--- config.mk ---
export PLATFORM = sky130hd
export DESIGN_NAME = tdc_readout_flat
export DESIGN_NICKNAME = d
export VERILOG_FILES = /design/src/rtl/tdc_pkg.sv /design/src/rtl/tdc_readout_if.sv /design/src/rtl/tdc_result_fifo.sv /design/src/rtl/tdc_readout.sv /design/src/flat_wrapper.sv
export SDC_FILE = /design/constraint.sdc
export NUM_CORES = 1
export LEC_CHECK = 0
export CAP_MARGIN = 10
export CORE_MARGIN = 8
export CORE_UTILIZATION = 39
export DETAILED_ROUTE_END_ITERATION = 8
export HOLD_SLACK_MARGIN = 0.08
export PLACE_DENSITY = 0.54
export SLEW_MARGIN = 20
export SYNTH_ARGS = -nofsm -noshare
export SYNTH_HDL_FRONTEND = slang
export SYNTH_SLANG_ARGS = --single-unit
export TNS_END_PERCENT = 100
--- constraint.sdc ---
create_clock -name clk -period 18.1 [get_ports clk]
set_clock_uncertainty 0.15 [all_clocks]
set_input_delay 3.62 -clock clk [delete_from_list [all_inputs] [get_ports clk]]
set_output_delay 3.62 -clock clk [all_outputs]
set_load 0.005 [all_outputs]
--- src/rtl/tdc_pkg.sv ---
// Shared constants and helpers for the TDC readout path.
//   N_DELAY_DEF : default delay-line tap count
//   SAT_BIT     : bit of the result byte that flags a saturated code
//   popcount    : number of set bits in the low 'width' bits of a word
package tdc_pkg;

  localparam int unsigned N_DELAY_DEF = 32;
  localparam int unsigned SAT_BIT     = 7;
  localparam int unsigned POP_MAX_W   = 128;

  // Callers zero-extend their word to POP_MAX_W and pass the real width.
  function automatic logic [7:0] popcount(input logic [POP_MAX_W-1:0] word,
                                          input int unsigned         width);
    logic [7:0] cnt;
    cnt = '0;
    for (int unsigned i = 0; i < POP_MAX_W; i++) begin
      if (i < width && word[i]) cnt = cnt + 8'd1;
    end
    return cnt;
  endfunction

endpackage

--- src/rtl/tdc_readout_if.sv ---
// Measurement and result-stream bundle of the TDC readout.
//   therm_i/meas_valid_i : thermometer word and its one-cycle strobe
//   rd_i/clear_i         : pop head entry / clear the overflow flag
//   data_o/valid_o       : show-ahead head byte and not-empty flag
//   overflow_o           : sticky "result dropped" flag
// master = the side producing measurements and consuming results,
// slave  = tdc_readout.
interface tdc_readout_if #(
  parameter int unsigned N_DELAY = tdc_pkg::N_DELAY_DEF
);
  logic [N_DELAY-1:0] therm_i;
  logic               meas_valid_i;
  logic               rd_i;
  logic               clear_i;
  logic [7:0]         data_o;
  logic               valid_o;
  logic               overflow_o;

  modport master (
    output therm_i, meas_valid_i, rd_i, clear_i,
    input  data_o, valid_o, overflow_o
  );

  modport slave (
    input  therm_i, meas_valid_i, rd_i, clear_i,
    output data_o, valid_o, overflow_o
  );
endinterface

--- src/rtl/tdc_result_fifo.sv ---
// Synchronous show-ahead FIFO for 8-bit result bytes.
//   clk, rst : clock, asynchronous active-high reset
//   wr, din  : write request and data; accepted unless full (or full with a pop)
//   rd       : pop head; ignored while empty
//   dout     : head entry, 0x00 while empty
//   full, empty : occupancy flags
module tdc_result_fifo #(
  parameter int unsigned DEPTH = 4
) (
  input  logic       clk,
  input  logic       rst,
  input  logic       wr,
  input  logic       rd,
  input  logic [7:0] din,
  output logic [7:0] dout,
  output logic       full,
  output logic       empty
);

  localparam int unsigned AW = $clog2(DEPTH);

  logic [7:0]  mem [DEPTH];
  logic [AW:0] wptr;
  logic [AW:0] rptr;
  logic        do_rd;
  logic        do_wr;

  assign empty = (wptr == rptr);
  assign full  = (wptr[AW] != rptr[AW]) && (wptr[AW-1:0] == rptr[AW-1:0]);
  assign do_rd = rd && !empty;
  // A pop in the same cycle frees the slot, so a full FIFO still accepts.
  assign do_wr = wr && (!full || do_rd);
  assign dout  = empty ? 8'h00 : mem[rptr[AW-1:0]];

  always_ff @(posedge clk or posedge rst) begin
    if (rst) begin
      wptr <= '0;
      rptr <= '0;
      for (int unsigned i = 0; i < DEPTH; i++) mem[i] <= '0;
    end else begin
      if (do_wr) begin
        mem[wptr[AW-1:0]] <= din;
        wptr              <= wptr + 1'b1;
      end
      if (do_rd) rptr <= rptr + 1'b1;
    end
  end

endmodule

--- src/rtl/tdc_readout.sv ---
// Thermometer-to-binary readout of the TDC delay line.
//   clk, rst : clock, asynchronous active-high reset
//   bus      : tdc_readout_if slave (measurement in, show-ahead byte stream out)
// S1 captures the thermometer word, S2 registers its popcount (bubble
// tolerant), and the packed byte {sat, code} is queued in a small FIFO.
module tdc_readout
  import tdc_pkg::*;
#(
  parameter int unsigned N_DELAY    = N_DELAY_DEF,
  parameter int unsigned CNT_W      = $clog2(N_DELAY + 1),
  parameter int unsigned FIFO_DEPTH = 4
) (
  input  logic         clk,
  input  logic         rst,
  tdc_readout_if.slave bus
);

  logic [N_DELAY-1:0] s1_word;
  logic               s1_vld;
  logic [CNT_W-1:0]   s2_code;
  logic               s2_vld;
  logic [CNT_W-1:0]   code_next;
  logic [7:0]         result;
  logic               full;
  logic               empty;
  logic               drop;
  logic               overflow;

  assign code_next = CNT_W'(popcount(POP_MAX_W'(s1_word), N_DELAY));

  always_ff @(posedge clk or posedge rst) begin
    if (rst) begin
      s1_vld  <= 1'b0;
      s1_word <= '0;
      s2_vld  <= 1'b0;
      s2_code <= '0;
    end else begin
      s1_vld <= bus.meas_valid_i;
      if (bus.meas_valid_i) s1_word <= bus.therm_i;
      s2_vld <= s1_vld;
      if (s1_vld) s2_code <= code_next;
    end
  end

  always_comb begin
    result          = '0;
    result[6:0]     = 7'(s2_code);
    result[SAT_BIT] = (s2_code == CNT_W'(N_DELAY));
  end

  tdc_result_fifo #(
    .DEPTH (FIFO_DEPTH)
  ) u_fifo (
    .clk   (clk),
    .rst   (rst),
    .wr    (s2_vld),
    .rd    (bus.rd_i),
    .din   (result),
    .dout  (bus.data_o),
    .full  (full),
    .empty (empty)
  );

  // Full implies non-empty, so a concurrent rd_i always makes room.
  assign drop = s2_vld && full && !bus.rd_i;

  always_ff @(posedge clk or posedge rst) begin
    if (rst)              overflow <= 1'b0;
    else if (drop)        overflow <= 1'b1;
    else if (bus.clear_i) overflow <= 1'b0;
  end

  assign bus.valid_o    = !empty;
  assign bus.overflow_o = overflow;

endmodule
--- src/flat_wrapper.sv ---
// flat-port wrapper written by rule: the top's interface ports become plain ports
module tdc_readout_flat import tdc_pkg::*;
#(
  parameter int unsigned N_DELAY    = N_DELAY_DEF,
  parameter int unsigned CNT_W      = $clog2(N_DELAY + 1),
  parameter int unsigned FIFO_DEPTH = 4
)
  (clk, rst, bus_therm_i, bus_meas_valid_i, bus_rd_i, bus_clear_i, bus_data_o, bus_valid_o, bus_overflow_o);
  tdc_readout_if #(.N_DELAY(N_DELAY)) bus_i ();
  input  logic clk;
  input  logic rst;
  input wire logic [$bits(bus_i.therm_i)-1:0] bus_therm_i;
  input wire logic [$bits(bus_i.meas_valid_i)-1:0] bus_meas_valid_i;
  input wire logic [$bits(bus_i.rd_i)-1:0] bus_rd_i;
  input wire logic [$bits(bus_i.clear_i)-1:0] bus_clear_i;
  output wire logic [$bits(bus_i.data_o)-1:0] bus_data_o;
  output wire logic [$bits(bus_i.valid_o)-1:0] bus_valid_o;
  output wire logic [$bits(bus_i.overflow_o)-1:0] bus_overflow_o;
  assign bus_i.therm_i = bus_therm_i;
  assign bus_i.meas_valid_i = bus_meas_valid_i;
  assign bus_i.rd_i = bus_rd_i;
  assign bus_i.clear_i = bus_clear_i;
  assign bus_data_o = bus_i.data_o;
  assign bus_valid_o = bus_i.valid_o;
  assign bus_overflow_o = bus_i.overflow_o;
  tdc_readout #(.N_DELAY(N_DELAY), .CNT_W(CNT_W), .FIFO_DEPTH(FIFO_DEPTH)) u_core (.clk(clk), .rst(rst), .bus(bus_i));
endmodule
Word-level counts from Yosys, hierarchy flattened
Index checks and enable logic that the tools add are counted.

Bits of input ports: 37. Flip-flop bits (word level): 79. Word-level logic and storage cells: 105. Output and inout port bits: 10.

Mux-type cells: 41. Add/sub/neg operators: 33. Eq/ne operators: 4. Bitwise operators: 2. Reductions and logical operators: 11. Order comparisons: 3.

Operators by type and width (count): 6-bit two-way mux (31); 6-bit by 1-bit adder with 6-bit output, second input constant (30); 32-bit bitwise mux (1); 8-bit two-way mux (4); 8-bit binary-select mux with 2-bit select (1); 8-bit demux with 2-bit select (1); 3-bit by 1-bit adder with 3-bit output, second input constant (2); 6-bit == test, second input constant (1); 3-bit >= comparator, second input constant (2); 1-bit logical AND (6); 2-bit inverter with 3-bit output (2); 3-bit == test (1); 1-bit logical NOT (3); 3-bit by 1-bit < comparator with 1-bit output, second input constant (1); 1-bit two-way mux (3); 1-bit by 1-bit adder with 2-bit output, second input constant (1); 2-bit == test (1); 2-bit nonzero test (1); 1-bit logical OR (1); 1-bit inequality test (1).

Depth between registers and ports, before layout
Gate-level depths: netlist (run 1).

Depth after elaboration: 63. Gate-level depth with buffers: 91. Mapped depth without buffers: 90.

By module
Synthesis (run 1) repeated with hierarchy kept, for this count alone.

Cell total of the unflattened synthesis: 932. Area total of the unflattened synthesis: 8642.0 µm².

By module, submodules not included: tdc_readout (times used 1, area an instance 6692.7 µm², sequential area each 1026.0 µm², cells each 812); tdc_result_fifo (times used 1, area an instance 1949.4 µm², sequential area each 950.9 µm², cells each 120).

Worst setup path after synthesis (run 1)
Ideal clock, no wire load.

Kind: register -> register. Start point: reg u_core.s1_word[0]. End point: reg u_core.s2_code[4]. Library setup time: 0.125 ns. Path buffers: 1. Stages on the path, launching flop included: 92. Data required time: 17.825 ns. Clock period less this slack: 15.591 ns. Arrival time: 15.316 ns. Slack: 2.509 ns. Path through: dfrtp_1 -> inv_1 -> ha_1 -> buf_2 -> xor2_1 -> ha_1 -> xor2_1 -> mux2i_1 -> xnor2_1 -> mux2i_1 -> ha_1 -> nand2b_1 -> o31ai_2 -> nor2_1 -> xor2_1 -> mux2_2 -> ha_1 -> nor2_1 -> [56 not listed] -> xnor2_1 -> a21oi_1 -> ha_1 -> nand2_1 -> nor2_1 -> a221o_1 -> ha_1 -> mux2_2 -> ha_1 -> mux2i_1 -> inv_1 -> ha_1 -> nand2_1 -> nor2_1 -> nand2_1 -> xnor2_1 -> xnor2_1 -> mux2_2.

Longest elaborated chain between the ends: 63.

RTL lines: from (decl) (line tdc_readout.sv:18) `logic [N_DELAY-1:0] s1_word;`; from (signal assigned) (line tdc_readout.sv:39) `if (bus.meas_valid_i) s1_word <= bus.therm_i;`; 1-bit two-way mux (*) (line tdc_pkg.sv:17) `if (i < width && word[i]) cnt = cnt + 8'd1;`; 1-bit by 1-bit adder with 2-bit output (line tdc_pkg.sv:17); 6-bit two-way mux (*) (line tdc_pkg.sv:17); 6-bit by 1-bit adder with 6-bit output (line tdc_pkg.sv:17); 6-bit two-way mux (*) (line tdc_pkg.sv:17); 6-bit by 1-bit adder with 6-bit output (line tdc_pkg.sv:17); 6-bit two-way mux (*) (line tdc_pkg.sv:17); 6-bit by 1-bit adder with 6-bit output (line tdc_pkg.sv:17); [47 not listed]; 6-bit by 1-bit adder with 6-bit output (line tdc_pkg.sv:17); 6-bit two-way mux (*) (line tdc_pkg.sv:17); 6-bit by 1-bit adder with 6-bit output (line tdc_pkg.sv:17); 6-bit two-way mux (*) (line tdc_pkg.sv:17); 6-bit by 1-bit adder with 6-bit output (line tdc_pkg.sv:17); 6-bit two-way mux (*) (line tdc_pkg.sv:17); 6-bit by 1-bit adder with 6-bit output (line tdc_pkg.sv:17); 6-bit two-way mux (*) (line tdc_pkg.sv:17); to (signal assigned) (line tdc_readout.sv:41) `if (s1_vld) s2_code <= code_next;`; to (decl) (line tdc_readout.sv:20) `logic [CNT_W-1:0] s2_code;`.

Mark *: on every way between the ends. The rest lies on a longest branch, timed or not. A chain may end at the register's enable or synchronous reset.

Worst setup path after layout (run 1)
Ends and elaborated chain as after synthesis.

==> metrics.md, run 1 <==
| Metric | Value |
|---|---|
| Status | `complete, no violations` |
| CP max-delay cell | `dfrtp_1` |
| Final Critical Period | `16.75 ns` |
| Synth top area share | `23.9%` |
| Initial antenna violation count | `1` |
| Layout cells sized above 1 | `15.0%` |
| Die height | `158 µm` |
| Post-Syn Area per Cell | `9.18 µm²` |
| Die ar. | `24900 µm²` |
| Final GP Congestion | `0.831` |
| Syn Std Cell Area | `7850 µm²` |
| Worst hold path class | `reg -> reg` |
| Clock transition at path regs | `0.06 ns` |
| Seq/Total Area, Yosys | `23.9%` |
| Final Max Tran Viols | `0` |
| Hold Vio Cnt, Final | `0` |
| Die W | `158 µm` |
| Final setup viols | `0` |
| IO Port Bufs | `45` |
| Critical path buffers and inverters | `2` |
| Detail Placement HPWL | `12.4 mm` |
| Vias in the first global route | `5646` |
| Critical Path Source Type | `register` |
| Fmax | `59.7 MHz` |
| Core area | `20000 µm²` |
| FF-to-FF path depth | `87` |
| Largest net degree at the start of global routing | `76` |
| Top_reg_cell synth | `dfrtp_1` |
| CTS root buf | `clkbuf_16` |
| Post-synth EDFFs | `0` |
| Final ANT Viol Nets | `0` |
| CP Depth | `87` |
| Area grow syn2layout | `12.2%` |
| Data required, critical path | `18.18 ns` |
| Setup TNS | `0 ns` |
| Crit-path max cell delay | `0.39 ns` |
| Via/cell ratio | `5.30` |
| Clock Sinks | `75` |
| Hold-fix buffers, CTS | `0` |
| Async S/R FF share, synth | `100%` |
| Grt total ovfl | `0` |
| Later-pin clock latency in the skew report | `0.34 ns` |
| Post-route DRC | `0` |
| Initial core utilization | `39.3%` |
| Worst-path maximum fanout | `7` |
| Worst-Margin Slew | `1.04 ns` |
| Area contributors post-synth | `dfrtp_1, xnor2_1, mux2_2` |
| MaxCap Viol Count | `0` |
| TritonCTS Buffers | `9` |
| Synth Instances | `855` |
| Final std cell area, no fill | `8800 µm²` |
| Ys Warns | `0` |
| Area of placed instances | `8450 µm²` |
| Normalized max-slew margin | `30.5%` |
| Starting DRT DRC Count | `344` |
| Vias | `6059` |
| CP top delay family | `adder cells` |
| CTS H-tree depth | `3` |
| Max Root-Sink Buffers | `2` |
| Critical Path End Type | `register` |
| Period utilization | `92.5%` |
| Diodes inserted | `0` |
| Router iterations before antenna repair | `5` |
| Synth cell types | `79` |
| RSZ-0062 raised after global routing | `false` |
| Global-route wire length before repair | `28.4 mm` |
| Most common cell in the netlist | `nand2_1` |
| IO Count | `47` |
| Hold Crit Depth | `1` |
| Worst EP arrival | `16.83 ns` |
| Syn nets | `930` |
| Layout Nets | `945` |
| Final WL | `16.5 mm` |
| Synthesized flop and latch total | `75` |
| Synth cell count leaders | `nand2_1, xnor2_1, dfrtp_1, mux2_2, nor2_1` |
| Wire per inst | `14.5 µm` |
| Synth area leader | `dfrtp_1` |
| Row count | `52` |
| Total Routing Usage GR | `14.0%` |
| Most used cell, CP | `ha_1` |
| Core Util, Final | `44.1%` |
| TritonCTS clock tree | `yes` |
| Critical path class | `reg -> reg` |
==> sequential cells by signal (all words and copies together) (netlist names) <==
signal and flops:
u_core.bus.overflow_o 1, u_core.s1_vld 1, u_core.s1_word 32, u_core.s2_code 6, u_core.s2_vld 1, u_core.u_fifo.mem 28, u_core.u_fifo.rptr 3, u_core.u_fifo.wptr 3
==> cell type report <==
type                    instances  area (µm²)
clock inverters                 5        32.5
clock buffers                   9         225
multi-input cells             701        5710
fillers                      1993       11200
repair buffers                 50         487
well taps                     270         338
inverters                      33         128
flip-flops and latches         75        1880
==> path summary, 6_finish.rpt <==
kind,startpoint,end,slack [ns]
min in group asynchronous,rst,u_core.s1_word[14],3.64
hold / removal,u_core.u_fifo.wptr[2],u_core.u_fifo.wptr[2],0.34
hold reg to reg,u_core.u_fifo.wptr[2],u_core.u_fifo.wptr[2],0.34
max in group asynchronous,rst,u_core.u_fifo.rptr[0],13.66
setup reg to reg,u_core.s1_word[0],u_core.s2_code[4],1.35
setup / recovery,u_core.s1_word[0],u_core.s2_code[4],1.35
==> timing repair <==
item / CTS / global route
resized for setup: 0 / 20
buffers inserted: 0 / 3
endpoints found under the hold margin: 0 / 0
endpoints found under the setup margin: 0 / 5
==> logic make-up after synthesis <==
kind of cell	after synthesis	share of synthesized area, %
and+or+nand+nor	256	15.9
DFF	75	23.9
muxes	84	13.0
buffers and inverters	79	4.15
other	1	0.0478
AOI/OAI and AO/OA	160	13.6
adders and majority gates	38	6.06
xor gates and xnor gates	162	23.3
==> metal layers <==
layer	GRT usage, %	wire length (µm)	share of wire [%]	vias to the layer above
met5	0	0	0	-
met4	2.31	53	0.32	0
met3	3.33	707	4.3	6
met2	21.3	7320	44	117
met1	19.9	8460	51	2874
li1	-	-	-	3062
==> per-stage QoR <==
| step | setup WS (ns) | std cells | hold slack [ns] |
|---|---|---|---|
| CTS | 0.625 | 1140 | 0.350 |
| global placement | 1.18 | 1126 | 0.332 |
| finish | 1.35 | 1143 | 0.345 |
| detailed placement | 0.708 | 1126 | 0.340 |
| floorplan | 2.51 | 855 | 0.202 |
| global route | 0.00197 | 1143 | 0.366 |
==> cells in the final DEF (no fill, tap or decap), types with 30 or more instances in the layout <==
master / n
clkdlybuf4s50_1: 44
a21oi_1: 30
mux2_2: 59
nand2_1: 94
ha_1: 37
dfrtp_1: 75
xnor2_1: 83
o21ai_0: 37
xor2_1: 48
nor2_1: 52
Power of run 1 is left out: the tool's default activity adds up to more than one toggle a clock period on the data nets, which glitch-free logic cannot reach.
==> run 2, diff against run 1 <==
Settings changed: CTS_CLUSTER_SIZE from default to 14, GPL_ROUTABILITY_DRIVEN from default to 0.
==> results of run 2 <==
Final layout, timing and power as in run 1 (identical DEF).
Power of run 2 is left out for the same reason.
